<file path="src/rtl/uart_pkg.sv">
// Definitions shared by the UART transmitter and receiver.
package uart_pkg;
    typedef enum logic [1:0] {IDLE, START, DATA, STOP} uart_state_t;
    localparam int UART_OVERSAMPLE = 16;
    localparam int UART_DATA_BITS  = 8;
endpackage

</file>
<file path="src/rtl/uart_transmitter_s_if.sv">
// Bus-side signals of the UART transmitter.
interface uart_transmitter_s_if
    import uart_pkg::*;
#(
    parameter int FIFO_DEPTH = 4
);
    localparam int CW = $clog2(FIFO_DEPTH) + 1;

    logic [UART_DATA_BITS-1:0] TX_DATA;
    logic                      TX_EN;
    logic                      TX_STATUS;
    logic                      TX_BUSY;
    logic                      TX_DONE;
    logic [CW-1:0]             FIFO_COUNT;
    logic                      UART_TX;

    modport master (
        output TX_DATA, TX_EN,
        input  TX_STATUS, TX_BUSY, TX_DONE, FIFO_COUNT, UART_TX
    );
    modport slave (
        input  TX_DATA, TX_EN,
        output TX_STATUS, TX_BUSY, TX_DONE, FIFO_COUNT, UART_TX
    );
endinterface

</file>
<file path="src/rtl/uart_tx_fifo.sv">
// Synchronous FIFO; DEPTH must be a power of two so the pointers wrap on their own.
module uart_tx_fifo #(
    parameter int DEPTH = 4,
    parameter int WIDTH = 8
) (
    input  logic                     BRclk,
    input  logic                     reset,
    input  logic                     push,
    input  logic                     pop,
    input  logic [WIDTH-1:0]         wr_data,
    output logic [WIDTH-1:0]         rd_data,
    output logic                     full,
    output logic                     empty,
    output logic [$clog2(DEPTH):0]   count
);
    localparam int AW = $clog2(DEPTH);
    localparam int CW = AW + 1;

    logic [WIDTH-1:0] mem [DEPTH];
    logic [AW-1:0]    wr_ptr;
    logic [AW-1:0]    rd_ptr;
    logic [CW-1:0]    cnt;
    logic             do_push;
    logic             do_pop;

    assign full    = (cnt == CW'(DEPTH));
    assign empty   = (cnt == '0);
    assign do_push = push & ~full;
    assign do_pop  = pop & ~empty;
    assign rd_data = mem[rd_ptr];
    assign count   = cnt;

    always_ff @(posedge BRclk) begin
        if (do_push) begin
            mem[wr_ptr] <= wr_data;
        end
    end

    always_ff @(posedge BRclk) begin
        if (!reset) begin
            wr_ptr <= '0;
            rd_ptr <= '0;
            cnt    <= '0;
        end else begin
            if (do_push) wr_ptr <= wr_ptr + AW'(1);
            if (do_pop)  rd_ptr <= rd_ptr + AW'(1);
            cnt <= cnt + CW'(do_push) - CW'(do_pop);
        end
    end
endmodule

</file>
<file path="src/rtl/uart_transmitter_s.sv">
// UART 8N1/8N2 transmitter: FIFO-buffered, LSB first, back-to-back frames.
//   state | meaning
//   IDLE  | line high, waiting for a queued byte
//   START | start bit (low) for OVERSAMPLE cycles
//   DATA  | data bits, shift[0] on the line
//   STOP  | stop bit(s) high; pops the next byte on the last cycle
module uart_transmitter_s
    import uart_pkg::*;
#(
    parameter int OVERSAMPLE = UART_OVERSAMPLE,
    parameter int STOP_BITS  = 1,
    parameter int FIFO_DEPTH = 4
) (
    input  logic                  BRclk,
    input  logic                  reset,
    uart_transmitter_s_if.slave   bus
);
    localparam int BW = $clog2(OVERSAMPLE);
    localparam int PW = $clog2(UART_DATA_BITS);

    uart_state_t               state, state_n;
    logic [BW-1:0]             bitcnt, bitcnt_n;
    logic [PW-1:0]             pos, pos_n;
    logic [UART_DATA_BITS-1:0] shift, shift_n;
    logic                      tx_q, tx_n;
    logic                      pop;
    logic                      bit_end;
    logic                      last_stop;
    logic [UART_DATA_BITS-1:0] rd_data;
    logic                      full;
    logic                      empty;
    logic [$clog2(FIFO_DEPTH):0] count;

    uart_tx_fifo #(.DEPTH(FIFO_DEPTH), .WIDTH(UART_DATA_BITS)) u_fifo (
        .BRclk   (BRclk),
        .reset   (reset),
        .push    (bus.TX_EN),
        .pop     (pop),
        .wr_data (bus.TX_DATA),
        .rd_data (rd_data),
        .full    (full),
        .empty   (empty),
        .count   (count)
    );

    assign bit_end   = (bitcnt == BW'(OVERSAMPLE - 1));
    assign last_stop = (state == STOP) && bit_end && (pos == PW'(STOP_BITS - 1));

    always_comb begin
        state_n  = state;
        bitcnt_n = bitcnt;
        pos_n    = pos;
        shift_n  = shift;
        pop      = 1'b0;
        case (state)
            IDLE: begin
                if (!empty) begin
                    pop      = 1'b1;
                    shift_n  = rd_data;
                    state_n  = START;
                    bitcnt_n = '0;
                end
            end
            START: begin
                if (bit_end) begin
                    state_n  = DATA;
                    bitcnt_n = '0;
                    pos_n    = '0;
                end else begin
                    bitcnt_n = bitcnt + BW'(1);
                end
            end
            DATA: begin
                if (bit_end) begin
                    bitcnt_n = '0;
                    shift_n  = shift >> 1;
                    if (pos == PW'(UART_DATA_BITS - 1)) begin
                        state_n = STOP;
                        pos_n   = '0;
                    end else begin
                        pos_n = pos + PW'(1);
                    end
                end else begin
                    bitcnt_n = bitcnt + BW'(1);
                end
            end
            STOP: begin
                if (last_stop) begin
                    bitcnt_n = '0;
                    pos_n    = '0;
                    // Chain straight into the next start bit when data is waiting.
                    if (!empty) begin
                        pop     = 1'b1;
                        shift_n = rd_data;
                        state_n = START;
                    end else begin
                        state_n = IDLE;
                    end
                end else if (bit_end) begin
                    bitcnt_n = '0;
                    pos_n    = pos + PW'(1);
                end else begin
                    bitcnt_n = bitcnt + BW'(1);
                end
            end
            default: state_n = IDLE;
        endcase
        tx_n = (state_n == START) ? 1'b0 :
               (state_n == DATA)  ? shift_n[0] : 1'b1;
    end

    always_ff @(posedge BRclk) begin
        if (!reset) begin
            state  <= IDLE;
            bitcnt <= '0;
            pos    <= '0;
            shift  <= '0;
            tx_q   <= 1'b1;
        end else begin
            state  <= state_n;
            bitcnt <= bitcnt_n;
            pos    <= pos_n;
            shift  <= shift_n;
            tx_q   <= tx_n;
        end
    end

    assign bus.UART_TX    = tx_q;
    assign bus.TX_DONE    = last_stop;
    assign bus.TX_BUSY    = (state != IDLE) | ~empty;
    assign bus.TX_STATUS  = ~full;
    assign bus.FIFO_COUNT = count;
endmodule

</file>
<file path="src/flat_wrapper.sv">
// flat-port wrapper written by rule: the top's interface ports become plain ports
module uart_transmitter_s_flat import uart_pkg::*;
#(
    parameter int OVERSAMPLE = UART_OVERSAMPLE,
    parameter int STOP_BITS  = 1,
    parameter int FIFO_DEPTH = 4
)
  (BRclk, reset, bus_TX_DATA, bus_TX_EN, bus_TX_STATUS, bus_TX_BUSY, bus_TX_DONE, bus_FIFO_COUNT, bus_UART_TX);
  uart_transmitter_s_if #(.FIFO_DEPTH(FIFO_DEPTH)) bus_i ();
  input  logic BRclk;
  input  logic reset;
  input wire logic [$bits(bus_i.TX_DATA)-1:0] bus_TX_DATA;
  input wire logic [$bits(bus_i.TX_EN)-1:0] bus_TX_EN;
  output wire logic [$bits(bus_i.TX_STATUS)-1:0] bus_TX_STATUS;
  output wire logic [$bits(bus_i.TX_BUSY)-1:0] bus_TX_BUSY;
  output wire logic [$bits(bus_i.TX_DONE)-1:0] bus_TX_DONE;
  output wire logic [$bits(bus_i.FIFO_COUNT)-1:0] bus_FIFO_COUNT;
  output wire logic [$bits(bus_i.UART_TX)-1:0] bus_UART_TX;
  assign bus_i.TX_DATA = bus_TX_DATA;
  assign bus_i.TX_EN = bus_TX_EN;
  assign bus_TX_STATUS = bus_i.TX_STATUS;
  assign bus_TX_BUSY = bus_i.TX_BUSY;
  assign bus_TX_DONE = bus_i.TX_DONE;
  assign bus_FIFO_COUNT = bus_i.FIFO_COUNT;
  assign bus_UART_TX = bus_i.UART_TX;
  uart_transmitter_s #(.OVERSAMPLE(OVERSAMPLE), .STOP_BITS(STOP_BITS), .FIFO_DEPTH(FIFO_DEPTH)) u_core (.BRclk(BRclk), .reset(reset), .bus(bus_i));
endmodule
</file>
<file path="config.mk">
export PLATFORM = sky130hd
export DESIGN_NAME = uart_transmitter_s_flat
export DESIGN_NICKNAME = d
export VERILOG_FILES = /design/src/rtl/uart_pkg.sv /design/src/rtl/uart_transmitter_s_if.sv /design/src/rtl/uart_tx_fifo.sv /design/src/rtl/uart_transmitter_s.sv /design/src/flat_wrapper.sv
export SDC_FILE = /design/constraint.sdc
export NUM_CORES = 1
export LEC_CHECK = 0
export ABC_AREA = 1
export CAP_MARGIN = 0
export CORE_AREA = 2 2 75 77
export DETAILED_ROUTE_END_ITERATION = 10
export DIE_AREA = 0 0 77 79
export PLACE_DENSITY = 0.83
export SETUP_SLACK_MARGIN = 0.1
export SLEW_MARGIN = 0
export SYNTH_ARGS = -nofsm -noshare
export SYNTH_HDL_FRONTEND = slang
export SYNTH_SLANG_ARGS = --single-unit
export TNS_END_PERCENT = 50
</file>
<file path="constraint.sdc">
create_clock -name BRclk -period 5.91 [get_ports BRclk]
set_input_delay 0.591 -clock BRclk [delete_from_list [all_inputs] [get_ports BRclk]]
set_output_delay 0.591 -clock BRclk [all_outputs]
set_load 0.02 [all_outputs]
</file>
; ---- Word-level counts from Yosys, hierarchy flattened
; Memory sizes are Yosys's and may differ from the RTL's. A register that Yosys moved wholly into a read port is not among the register bits.
; Index checks and enable logic that the tools add are counted.
[totals]
memories = 1
in_bits = 11
mem_bits_rw = 32
out_inout_bits = 7
elab_cells = 75
ff_bits = 25
[mem_list]
columns = memory, words, width, rd, rd_clocked_by_memory_dff, write_ports, line_no
row1 = u_core.u_fifo.mem, 4, 8, 1, 1, 1, uart_tx_fifo.sv:19  ; logic [WIDTH-1:0] mem [DEPTH];
[classes]
eq_ne = 13
reduce_logical = 11
add_sub_neg = 6
n_mux = 30
n_bitwise = 5
[op_table]
columns = op, n
row1 = 8-bit 2-to-1 mux, 3
row2 = 8-bit case mux with 3 select lines, 1
row3 = 3-bit 2-to-1 mux, 5
row4 = 2-bit 2-to-1 mux, 7
row5 = 4-bit 2-to-1 mux, 3
row6 = 4-bit case mux with 3 select lines, 1
row7 = 3-bit case mux with 3 select lines, 1
row8 = 2-bit case mux with 4 select lines, 1
row9 = 1-bit 2-to-1 mux, 7
row10 = "2-bit == test, second input constant", 3
row11 = "3-bit == test, second input constant", 2
row12 = 3-bit zero test, 2
row13 = 3-bit nonzero test, 2
row14 = "2-bit by 1-bit adder with 2-bit output, second input constant", 2
row15 = "4-bit by 1-bit adder with 4-bit output, second input constant", 1
row16 = "2-bit by 1-bit == test with 1-bit output, second input constant", 2
row17 = "4-bit == test, second input constant", 1
row18 = "2-bit by 1-bit != test with 1-bit output, second input constant", 2
row19 = "2-bit != test, second input constant", 2
row20 = 4-bit AND reduction, 1
row21 = 3-bit by 1-bit adder with 3-bit output, 1
row22 = "3-bit by 1-bit adder with 3-bit output, second input constant", 1
row23 = "3-bit by 2-bit != test with 1-bit output, second input constant", 1
row24 = 3-bit AND reduction, 1
row25 = other kinds (9), 12

; ---- Longest topological paths before layout
; Gate-level depths: netlist (run 1).
[logic_depth]
depth_word = 8
depth_mapped = 14
ltp_nobuf = 14

; ---- By module
; A second synthesis (run 1) with hierarchy kept.
[hier_totals]
cells_unflattened = 304
area_unflattened_um2 = 2781.4
[by_module_without_submodules]
columns = mod, cells_per_inst, area_each_um2, seq_area_each_um2, instances
row1 = uart_tx_fifo, 144, 1675.4, 1141.1, 1
row2 = uart_transmitter_s, 160, 1106.1, 360.3, 1

; ---- Least setup slack after synthesis (run 1)
; No wires, ideal clock.
[synth_timing]
path_kind = register to register
startpoint = register u_core.state[1]
endpoint = register u_core.u_fifo.cnt[1] (netlist: u_core.u_fifo.count[1])
path_stages_with_launch = 14
required_time_ns = 5.801
setup_time_ns = 0.109
arrival_time_ns = 2.128
slack_ns = 3.673
period_less_slack_ns = 2.237
n_path_buf = 0
cell_sequence = dfxtp_1 ha_1 nand3_2 nor2_4 nand2_2 nand2_2 nand2_2 clkinv_4 ha_1 inv_1 ha_1 fa_1 nand2_1 inv_1
[synth_between]
elab_chain_cells = 7
elab_cells_between_ends = 8
classes_between = 1 x add/sub / 1 x eq/ne / 2 x mux / 1 x bitwise / 3 x reduce/logical
[synth_rtl]
columns = item, line_no
row1 = "start, declared", uart_transmitter_s.sv:21  ; uart_state_t state, state_n;
row2 = "start signal, assigned", uart_transmitter_s.sv:120  ; state <= state_n;
row3 = 2-bit == test, uart_transmitter_s.sv:47  ; assign last_stop = (state == STOP) && bit_end && (pos == PW'(STOP_BITS - 1));
row4 = 1-bit logical AND (2 in a row), uart_transmitter_s.sv:47
row5 = via bus_TX_DONE, flat_wrapper.sv:16  ; output wire logic [$bits(bus_i.TX_DONE)-1:0] bus_TX_DONE;
row6 = 1-bit 2-to-1 mux, uart_transmitter_s.sv:88  ; if (last_stop) begin
row7 = 1-bit case mux with 2 select lines, uart_transmitter_s.sv:55  ; case (state)
row8 = 1-bit AND, uart_tx_fifo.sv:29  ; assign do_pop = pop & ~empty;
row9 = via u_core.u_fifo.do_pop, uart_tx_fifo.sv:24  ; logic do_pop;
row10 = 3-bit by 1-bit subtractor with 3-bit output, uart_tx_fifo.sv:47  ; cnt <= cnt + CW'(do_push) - CW'(do_pop);
row11 = "end signal, assigned", uart_tx_fifo.sv:47
row12 = "end, declared", uart_tx_fifo.sv:22  ; logic [CW-1:0] cnt;
; The timed path passes the listed nets, and every way through them passes these cells.
; A chain may end at the register's enable or synchronous reset.

; ---- Worst setup path after layout (run 1)
[layout_timing]
startpoint = register u_core.state[1]
endpoint = output port bus_TX_BUSY
[layout_between]
elab_chain_cells = 2
[layout_rtl]
columns = item, line_no
row1 = 2-bit nonzero test, uart_transmitter_s.sv:130  ; assign bus.TX_BUSY = (state != IDLE) | ~empty;
row2 = 1-bit OR, uart_transmitter_s.sv:130
row3 = "end, declared", flat_wrapper.sv:15  ; output wire logic [$bits(bus_i.TX_BUSY)-1:0] bus_TX_BUSY;
; Every way passes these cells.

==> PnR_summary.wiki, run 1 <==
{| class="wikitable"
! Metric !! Value
|-
| Clock transition time at the flip-flop clock pins of the worst setup and hold paths || 0.07 ns
|-
| Fraction of post-synthesis cell area in the top cell type by area || 33.7%
|-
| Critical Path Max Stage Delay || 0.60 ns
|-
| Setup-violating endpoint count in the final report || 0
|-
| Antenna violation net count after detailed routing || 0
|-
| Maxcap violations || 0
|-
| RSZ-0062 raised after global routing || no
|-
| First-pass GRT wire length || 8740 um
|-
| Ranking of synthesized cells by instance count || 38 x nand2_1, 34 x inv_1, 32 x edfxtp_1, 27 x dfxtp_1, 25 x a21oi_1
|-
| Chip Width || 77 um
|-
| Cell breakdown of the critical path || inv_1, ha_1, inv_1, nor2_4, inv_2, clkdlybuf4s50_1
|-
| Fraction of registers with async set or reset after synthesis || 0%
|-
| Leakage power total || 1.27 nW
|-
| Fraction of final layout cells sized beyond drive strength 1 || 13.9%
|-
| Critical path endpoint || bus_TX_BUSY
|-
| Post-CTS Hold Fix Bufs || 0
|-
| Diode insertion count for antenna repair || 0
|-
| Pwr per Cell Area || 459 nW/um2
|-
| Post-DR vias/cell || 5.28
|-
| Total area of multi-input combinational cells || 1160 um2
|-
| Vias in the first global route || 1965
|-
| Total clock sinks || 59
|-
| Clock period minus worst slack || 2.64 ns
|-
| Violation count after the first detailed-routing iteration || 97
|-
| Final worst-path cycle share || 44.8%
|-
| Routed length per placed instance || 13.3 um
|-
| Post-layout instance count excluding filler cells || 389
|-
| Register-to-register path setup slack || 3.52 ns
|-
| Via count || 2052
|-
| Combined area of all synthesized cells || 2850 um2
|-
| Inst Count DP || 373
|-
| Share of the yosys chip area belonging to registers || 52.7%
|-
| Worst-case headroom to the max-slew limit || 46.5%
|-
| Max FO, Critical Path || 7
|-
| Sum of negative setup slack || 0 ns
|-
| Critical path startpoint || u_core.state[1]
|-
| CP Launch Type || flop
|-
| Clock network latency to the later pin of the worst-skew pair || 0.34 ns
|-
| I/O pin count || 18
|-
| Hold WC Path Type || flop to flop
|-
| Leading cell types by total area after synthesis || edfxtp_1 34%, dfxtp_1 19%, ha_1 6.1%
|-
| Path depth of the worst reg2reg path || 13
|-
| Core footprint || 5340 um2
|-
| Number of distinct library cell variants in the gate-level netlist after synthesis || 34
|-
| Cell at the root of the clock tree || clkbuf_8
|-
| Xor and xnor fraction of the mapped netlist area || 0.615%
|-
| Total Power Consumption || 0.00151 W
|-
| Largest net degree at the start of global routing || 20
|-
| Placement row count || 27
|-
| Final hold violation count || 0
|-
| Simple logic cell fraction of the synthesized area || 15.3%
|-
| Worst flop-to-flop path startpoint || u_core.state[1]
|-
| Post CTS Setup Buffer Count || 0
|-
| Final #Nets || 338
|-
| Dpl hpwl || 3550 um
|-
| TritonCTS clock tree || yes
|-
| Depth of the worst hold-timing path || 2
|-
| Detailed-route DRC error count || 0
|-
| Die height || 79 um
|-
| Clk buf depth || 2
|-
| Combined flip-flop and latch cell area || 1500 um2
|-
| Cell type with the highest occurrence count on the critical path || inv_1
|-
| Most used flip-flop cell after synthesis || edfxtp_1
|-
| Syn avg cell area || 9.79 um2
|-
| Endpoint of the most critical register-to-register path || u_core.u_fifo.count[1]
|-
| Number of antenna violations at the first check in global routing || 0
|-
| Nets in the synthesized netlist || 317
|-
| Post-synthesis register bit count || 59
|-
| Critical path data arrival time || 2.05 ns
|-
| Synth Warn # || 0
|-
| Initial Utilization || 53.4%
|-
| Post-synthesis cell count || 291
|-
| Critical setup path kind || flop to primary output
|-
| Drt total wl || 5170 um
|-
| Placer congestion estimate || 0.836
|-
| Area share of fa/ha/maj cells after synthesis || 6.85%
|-
| TritonCTS Buffers || 9
|-
| Slew of the pin with the lowest slew margin || 0.799 ns
|-
| Grt ovf || 0
|-
| Synthesis-to-finish area growth || 15.5%
|-
| Data required time at the worst endpoint || 5.32 ns
|-
| Library cell with the largest summed area after synthesis || edfxtp_1
|-
| Cell with the biggest individual delay on the critical path || clkdlybuf4s50_1
|-
| Placed instance area || 3070 um2
|-
| Multiplexer fraction of the synthesized cell area || 0%
|-
| Utilization after layout || 61.7%
|-
| Number of max-slew violations in the final report || 0
|-
| Number of enable-type register cells in the synthesized netlist || 32
|-
| Endpoint class of the critical path || primary output
|-
| Combinational family with the most area after synthesis || compound AO/OA/AOI/OAI gates
|-
| Maximum vdd ir drop || 0.250 mV
|-
| Result of the run || finished, final reports clean
|-
| Clock Skew || 0.00790 ns
|-
| Most common cell in the synthesized netlist || nand2_1
|-
| # port buffers || 17
|-
| Total iterations of the first detailed-routing run || 4
|-
| Post-cts gate resize count || 0
|-
| H-tree Lvls || 3
|-
| Max Freq || 378 MHz
|-
| Total GRT Usage || 18.6%
|-
| Final design instance area without fill || 3290 um2
|-
| Die footprint || 6080 um2
|-
| Fillcell total || 450
|-
| Post-synthesis compound-gate area fraction || 18.1%
|}
==> logic make-up (layout without fill, tap and decap cells) <==
kind of cell | after synthesis | after routing
buf+inv | 45 | 71
xor+xnor | 2 | 2
flops | 59 | 59
fa+ha+maj | 15 | 15
simple gates | 87 | 87
compound gates | 83 | 83
==> critical path, delay by kind of cell, from the launching register on <==
family                   cells  cell delay [ns]
adder cells (fa/ha/maj)      1             0.22
AND/OR/NAND/NOR              1             0.10
flip-flops                   1             0.39
buffers and inverters        4             1.00
==> state kept, by name, indices dropped and copies added, names as in the netlist, named ones only <==
| signal | cells |
|---|---|
| u_core.u_fifo.mem | 32 |
| u_core.shift | 8 |
| u_core.bitcnt | 4 |
| u_core.pos | 3 |
| u_core.u_fifo.count | 3 |
| u_core.state | 2 |
| u_core.u_fifo.rd_ptr | 2 |
| u_core.u_fifo.wr_ptr | 2 |
| u_core.bus.UART_TX | 1 |
==> per-stage QoR <==
step	setup slack, ns	hold slack (ns)
after global placement	3.47	0.446
after CTS	3.26	0.462
final	3.27	0.458
after global routing	3.13	0.487
after detailed placement	3.40	0.447
after floorplan	3.67	0.433
==> area by class of cell <==
cell class,instances,share of cell area (%)
Tap cell,72,2.74
Clock inverter,7,2.81
Timing Repair Buffer,17,5.17
Sequential cell,59,45.6
Multi-Input combinational cell,187,35.4
Clock buffer,9,3.76
Inverter,38,4.49
==> cell usage in the layout, fill, tap and decap left out, types with 6 or more instances in the layout <==
| cell | instances |
|---|---|
| a21oi_1 | 25 |
| o21a_1 | 6 |
| edfxtp_1 | 32 |
| nand2_1 | 38 |
| clkbuf_8 | 9 |
| o21ai_0 | 22 |
| nand2_2 | 8 |
| o21bai_1 | 8 |
| o211ai_1 | 15 |
| dfxtp_1 | 27 |
| clkdlybuf4s50_1 | 17 |
| nor2_1 | 21 |
| inv_1 | 34 |
| ha_1 | 14 |
==> per-layer routing <==
metal	wire, um	GRT usage, %	share of wire [%]
met3	206	4.66	4.0
met1	2370	22.2	46
met2	2480	31.0	48
met5	0	0	0
met4	106	10.5	2.1
==> worst min-delay path by stage <==
stage | from | end | slack, ns
final | u_core.shift[7] | u_core.shift[7] | 0.46
after detailed placement | u_core.shift[7] | u_core.shift[7] | 0.45
after global routing | u_core.shift[7] | u_core.shift[7] | 0.49
after CTS | u_core.shift[7] | u_core.shift[7] | 0.46
after global placement | u_core.shift[7] | u_core.shift[7] | 0.45
after floorplan | u_core.shift[7] | u_core.shift[7] | 0.43
==> power breakdown <==
group          switching (W)  internal (W)
registers          0.0000729      0.000521
logic               0.000314      0.000204
clock network       0.000164      0.000235
No activity file was read; power rests on OpenSTA's default activity.
==> run 2, diff against run 1 <==
Clock period 5.91 ns to 2.56 ns, I/O delays scaled along.
==> run 2 against run 1 <==
- cell count rose by 1.8%
- clock power rose by 110%
- worst setup slack got worse by 3.1 ns
- hold slack improved by 0.0085 ns
- total power rose by 130%
- via count rose by 2.2%
- cell area rose by 0.95%
- non-clock buffer count rose by 7
- critical endpoint unchanged
- largest cell class unchanged
==> PnR_summary.wiki, run 2 (synthesis gave the netlist of run 1 again) <==
{| class="wikitable"
! Metric !! Value
|-
| Sum of negative setup slack || 0 ns (unchanged)
|-
| Data required time at the worst endpoint || 2.30 ns (-3.02 ns)
|-
| CP Launch Type || flop
|-
| Post CTS Setup Buffer Count || 0 (unchanged)
|-
| Final hold violation count || 0 (unchanged)
|-
| Grt ovf || 0 (unchanged)
|-
| Top reg by flops || u_core.u_fifo.mem
|-
| Clock Skew || 0.00720 ns (-0.000697 ns)
|-
| Placer congestion estimate || 0.852 (+2.0%)
|-
| Worst-case headroom to the max-slew limit || 68.0% (+22 points)
|-
| Drt total wl || 5320 um (+2.9%)
|-
| Core footprint || 5340 um2 (unchanged)
|-
| RSZ-0062 raised after global routing || no
|-
| Violation count after the first detailed-routing iteration || 93 (-4.1%)
|-
| Leakage power total || 1.29 nW (+2.0%)
|-
| Clk buf depth || 2 (unchanged)
|-
| Critical Path Max Stage Delay || 0.60 ns (about the same)
|-
| Result of the run || finished, final reports clean
|-
| Via count || 2098 (+2.2%)
|-
| Endpoint class of the critical path || primary output
|-
| Slew of the pin with the lowest slew margin || 0.479 ns (-0.320 ns)
|-
| Biggest registers after layout || u_core.u_fifo.mem: 32 flops, u_core.shift: 8 flops, u_core.bitcnt: 4 flops
|-
| Die footprint || 6080 um2 (unchanged)
|-
| Fraction of final layout cells sized beyond drive strength 1 || 16.4% (+2.5 points)
|-
| Setup-violating endpoint count in the final report || 0 (unchanged)
|-
| Total clock sinks || 59 (unchanged)
|-
| Maxcap violations || 0 (unchanged)
|-
| Pwr per Cell Area || 1040 nW/um2 (+130%)
|-
| Placed instance area || 3130 um2 (+1.7%)
|-
| Synthesis-to-finish area growth || 16.5%
|-
| Post-DR vias/cell || 5.30 (+0.43%)
|-
| Critical setup path kind || flop to primary output
|-
| Diode insertion count for antenna repair || 0 (unchanged)
|-
| # port buffers || 17 (unchanged)
|-
| Flip-flop count of the largest register, all copies and words added || 32 (unchanged)
|-
| Cell type with the highest occurrence count on the critical path || inv_1
|-
| Chip Width || 77 um (unchanged)
|-
| Total GRT Usage || 19.3% (+0.74 points)
|-
| Cell with the biggest individual delay on the critical path || clkdlybuf4s50_1
|-
| Min Hold Slack || 0.467 ns (+0.00853 ns)
|-
| Final design instance area without fill || 3320 um2 (+0.95%)
|-
| Max Freq || 424 MHz
|-
| Vias in the first global route || 2008 (+2.2%)
|-
| Largest net degree at the start of global routing || 18 (-10%)
|-
| First-pass GRT wire length || 9110 um (+4.3%)
|-
| Total iterations of the first detailed-routing run || 6 (+2)
|-
| Critical path data arrival time || 2.10 ns (+0.05 ns)
|-
| Routed length per placed instance || 13.4 um (+1.1%)
|-
| Antenna violation net count after detailed routing || 0 (unchanged)
|-
| TritonCTS Buffers || 9 (unchanged)
|-
| I/O pin count || 18 (unchanged)
|-
| Hold WC Path Type || flop to flop
|-
| Most common cell after layout, fill and taps aside || nand2_1
|-
| Max FO, Critical Path || 7 (unchanged)
|-
| Die height || 79 um (unchanged)
|-
| Dpl hpwl || 3790 um (+6.7%)
|-
| Maximum vdd ir drop || 0.753 mV (+200%)
|-
| TritonCTS clock tree || yes
|-
| Initial Utilization || 53.4% (unchanged)
|-
| Final #Nets || 345 (+2.1%)
|-
| Clock transition time at the flip-flop clock pins of the worst setup and hold paths || 0.07 ns (about the same)
|-
| Number of max-slew violations in the final report || 0 (unchanged)
|-
| Top library cells by usage in the layout, fill and taps aside || 38 x nand2_1, 34 x inv_1, 32 x edfxtp_1
|-
| Post-layout instance count excluding filler cells || 396 (+1.8%)
|-
| Final worst-path cycle share || 92.2%
|-
| Utilization after layout || 62.2% (+0.59 points)
|-
| H-tree Lvls || 3 (unchanged)
|-
| Detailed-route DRC error count || 0 (unchanged)
|-
| Inst Count DP || 380 (+1.9%)
|-
| Cell at the root of the clock tree || clkbuf_8
|-
| Cell breakdown of the critical path || inv_1, ha_1, inv_1, nor2_4, inv_2, clkdlybuf4s50_1
|-
| Placement row count || 27 (unchanged)
|-
| Number of antenna violations at the first check in global routing || 0 (unchanged)
|-
| Clock network latency to the later pin of the worst-skew pair || 0.33 ns (about the same)
|-
| Clock period minus worst slack || 2.36 ns
|}
[run 2: path summary, 6_finish.rpt]
check                        from                      to  slack, ns  depth (start not counted)
setup / recovery  u_core.state[1]             bus_TX_BUSY       0.20                          6
hold / removal    u_core.shift[7]         u_core.shift[7]       0.47                          2
setup reg to reg    u_core.pos[0]  u_core.u_fifo.count[2]       0.25                         14
hold reg to reg   u_core.shift[7]         u_core.shift[7]       0.47                          2
[run 2: layout make-up]
type	instances	area (um2)
inverter	38	148
clock inverter	7	68.8
sequential	59	1500
clock buffer	9	124
tap	72	90.1
timing repair buffer	24	223
multi-input combinational	187	1170
fill	448	2020
[run 2: repair_timing]
item,CTS,global route
hold buffers,0,0
gates resized for setup,0,1
endpoints found under the setup margin,0,2
endpoints found under the hold margin,0,0
[run 2: routing by layer]
metal	vias up	global-route usage (%)	routed length [um]	share of wire, %
met4	0	6.07	59	1.1
li1	1051	-	-	-
met3	7	6.36	203	3.8
met2	43	32.7	2580	49
met1	997	23.6	2470	46
met5	-	0	0	0
[run 2: where the power goes]
part / switching (W) / internal (W)
clock: 0.000382 / 0.000445
combinational: 0.000776 / 0.000501
sequential: 0.000132 / 0.00120
[run 2: worst max-delay path, delay by kind of cell (launching register included)]
kind	cells	cell delay, ns
buf+inv	4	1.03
flops	1	0.41
simple gates	1	0.11
fa+ha+maj	1	0.22
[run 2: metrics by stage]
step | total power, W | setup WS [ns]
after detailed placement | 0.00263 | 0.216
after global routing | 0.00367 | 0.124
after CTS | 0.00346 | 0.207
after global placement | 0.00258 | 0.342
after floorplan | 0.00229 | 0.323
final | 0.00344 | 0.200
==> run 3, diff against run 2 <==
Settings changed: CORE_AREA 2 2 75 77 to 2 2 74 76, DIE_AREA 0 0 77 79 to 0 0 76 78, PLACE_DENSITY 0.83 to 0.85.
==> run 3 against run 2 <==
- fmax increased by 2.2%
- routed wire length decreased by 1.0%
- cell area decreased by 0.11%
- via count decreased by 1.0%
- clock power increased by 7.5%
- critical endpoint unchanged
- largest cell class unchanged
==> PnR_summary.wiki, run 3 (synthesis gave the netlist of run 1 again) <==
{| class="wikitable"
! Metric !! Value
|-
| Worst-case headroom to the max-slew limit || 60.3% (-7.7 points)
|-
| Net switching share of the total power || 38.2% (+0.63 points)
|-
| Path depth of the worst reg2reg path || 12 (-2)
|-
| Internal cell power || 0.00215 W (about the same)
|-
| Diode insertion count for antenna repair || 0 (unchanged)
|-
| Placer congestion estimate || 0.930 (+9.2%)
|-
| Synthesis-to-finish area growth || 16.4%
|-
| Critical setup path kind || flop to primary output
|-
| Final #Nets || 343 (-0.58%)
|-
| CP Launch Type || flop
|-
| Post-Place Worst Slack || 0.249 ns (+0.0334 ns)
|-
| Drt total wl || 5260 um (-1.0%)
|-
| Number of max-slew violations in the final report || 0 (unchanged)
|-
| Detailed-route DRC error count || 0 (unchanged)
|-
| Maxcap violations || 0 (unchanged)
|-
| Setup-violating endpoint count in the final report || 0 (unchanged)
|-
| Core footprint || 5040 um2 (-5.5%)
|-
| Total iterations of the first detailed-routing run || 4 (-2)
|-
| Final worst-path cycle share || 90.2% (-2.0 points)
|-
| Die footprint || 5930 um2 (-2.5%)
|-
| Result of the run || finished, final reports clean
|-
| Final design instance area without fill || 3320 um2 (-0.11%)
|-
| Initial Utilization || 56.5% (+3.1 points)
|-
| Endpoint class of the critical path || primary output
|-
| Final worst setup slack || 0.250 ns (+0.0500 ns)
|-
| Cell family with the largest share of critical-path delay || buffers and inverters
|-
| Top library cells by usage in the layout, fill and taps aside || 38 x nand2_1, 34 x inv_1, 32 x edfxtp_1
|-
| Cell breakdown of the critical path || inv_1, ha_1, inv_1, nor2_4, inv_2, clkdlybuf4s50_1
|-
| Cell with the biggest individual delay on the critical path || clkdlybuf4s50_1
|-
| Dpl hpwl || 3640 um (-3.9%)
|-
| Worst flop-to-flop path startpoint || u_core.u_fifo.count[1]
|-
| # port buffers || 17 (unchanged)
|-
| Placed instance area || 3110 um2 (-0.56%)
|-
| Grt ovf || 0 (unchanged)
|-
| Critical path endpoint || bus_TX_BUSY
|-
| Critical Path Max Stage Delay || 0.59 ns (about the same)
|-
| Via count || 2077 (-1.0%)
|-
| Register-to-register path setup slack || 0.27 ns (+0.02 ns)
|-
| Max Freq || 433 MHz (+2.2%)
|-
| Total Power Consumption || 0.00347 W (+0.95%)
|-
| Combinational share of power || 34.9% (-2.2 points)
|-
| Cell type with the highest occurrence count on the critical path || inv_1
|-
| H-tree Lvls || 3 (unchanged)
|-
| Sum of negative setup slack || 0 ns (unchanged)
|-
| Antenna violation net count after detailed routing || 0 (unchanged)
|-
| Top reg by flops || u_core.u_fifo.mem
|-
| Utilization after layout || 65.8% (+3.6 points)
|-
| Data required time at the worst endpoint || 2.30 ns (about the same)
|-
| Largest net degree at the start of global routing || 20 (+2)
|-
| Clock Skew || 0.00672 ns (-0.000484 ns)
|-
| Crit. path cell count || 6 (unchanged)
|-
| Critical path startpoint || u_core.state[0]
|-
| Fraction of final layout cells sized beyond drive strength 1 || 15.8% (-0.52 points)
|-
| Fillcell total || 407 (-9.2%)
|-
| Total GRT Usage || 19.5% (+0.11 points)
|-
| Clk buf depth || 2 (unchanged)
|-
| Routed length per placed instance || 13.4 um (about the same)
|-
| Total clock sinks || 59 (unchanged)
|-
| Pwr per Cell Area || 1050 nW/um2 (+1.1%)
|-
| Biggest registers after layout || u_core.u_fifo.mem: 32 flops, u_core.shift: 8 flops, u_core.bitcnt: 4 flops
|-
| TritonCTS clock tree || yes
|-
| Chip Width || 76 um (-1.3%)
|-
| Clock network latency to the later pin of the worst-skew pair || 0.34 ns (about the same)
|-
| Hold WC Path Type || flop to flop
|-
| Clock transition time at the flip-flop clock pins of the worst setup and hold paths || 0.08 ns (about the same)
|-
| I/O pin count || 18 (unchanged)
|-
| Violation count after the first detailed-routing iteration || 128 (+38%)
|-
| Number of antenna violations at the first check in global routing || 0 (unchanged)
|-
| Portion of total power attributed to sequential cells || 39.4% (+0.6 points)
|-
| Most common cell after layout, fill and taps aside || nand2_1
|-
| Die height || 78 um (-1.3%)
|-
| Portion of total power attributed to the clock network || 25.6% (+1.5 points)
|-
| Leakage power total || 1.29 nW (about the same)
|-
| Post-CTS Hold Fix Bufs || 0 (unchanged)
|-
| Maximum vdd ir drop || 0.990 mV (+31%)
|-
| Placement row count || 26 (-3.7%)
|-
| Cell at the root of the clock tree || clkbuf_8
|-
| Endpoint of the most critical register-to-register path || u_core.u_fifo.count[2]
|-
| TritonCTS Buffers || 9 (unchanged)
|-
| Clock period minus worst slack || 2.31 ns (-0.0500 ns)
|-
| RSZ-0062 raised after global routing || yes
|-
| Critical path data arrival time || 2.05 ns (-0.05 ns)
|-
| Flip-flop count of the largest register, all copies and words added || 32 (unchanged)
|-
| Vias in the first global route || 2005 (-0.15%)
|-
| Switching Power || 0.00132 W (+2.6%)
|-
| Critical path buffer and inverter count || 4 (unchanged)
|-
| First-pass GRT wire length || 8900 um (-2.3%)
|-
| Final hold violation count || 0 (unchanged)
|-
| Slew of the pin with the lowest slew margin || 0.594 ns (+0.116 ns)
|-
| Post-DR vias/cell || 5.30 (about the same)
|-
| Max FO, Critical Path || 7 (unchanged)
|}
-- run 3: changes by cell type in the layout (fill, tap and decap cells not counted), sizes merged --
cell	change
inv	+4
buf	-2
clkinv	-2
clkinvlp	-2
-- run 3: power by group through the flow --
stage          Clock (W)  Combinational, W  Sequential, W
2_1_floorplan          0          0.000944        0.00134
3_3_place_gp           0           0.00118        0.00138
3_5_place_dp           0           0.00122        0.00138
4_1_cts         0.000901           0.00123        0.00137
5_1_grt         0.000942           0.00137        0.00139
6_report        0.000889           0.00121        0.00137
-- run 3: worst min path at each step --
stage                                from  slack [ns]                 endpoint  cells past startpoint
after global placement    u_core.shift[7]        0.45          u_core.shift[7]                      2
after CTS                 u_core.shift[7]        0.46          u_core.shift[7]                      2
final                     u_core.shift[7]        0.46          u_core.shift[7]                      2
after floorplan            bus_TX_DATA[0]        0.35  u_core.u_fifo.mem[0][0]                      0
after detailed placement  u_core.shift[7]        0.45          u_core.shift[7]                      2
after global routing      u_core.shift[7]        0.48          u_core.shift[7]                      2
-- run 3: through the flow --
stage	std cells	hold slack [ns]
final	392	0.460
after global routing	392	0.475
after CTS	392	0.462
after detailed placement	376	0.447
after global placement	376	0.449
after floorplan	291	0.355
-- run 3: metal layers --
layer,up-vias,part of all wire (%),global-route usage (%)
met2,38,50,33.6
met4,0,1.3,8.73
met1,987,45,23.3
met3,6,3.4,4.53
met5,-,0,0
li1,1046,-,-
-- run 3: final cells by class --
cell class | instances | area [um2] | share of cell area (%)
Inverter | 38 | 148 | 4.45
Sequential cell | 59 | 1500 | 45.2
Timing Repair Buffer | 22 | 208 | 6.26
Multi-Input combinational cell | 187 | 1170 | 35.2
Clock buffer | 9 | 124 | 3.73
Tap cell | 70 | 87.6 | 2.64
Clock inverter | 7 | 82.6 | 2.49
-- run 3: repair_timing --
item                                    CTS  global route
endpoints found under the setup margin    0             3
buffers inserted                          0             0
gates resized for setup                   0             1
-- run 3: tightest hold or removal path: stages (launching register included) --
cell and delay [ns]:
dfxtp_1 0.31, inv_1 0.05, a211oi_1 0.06
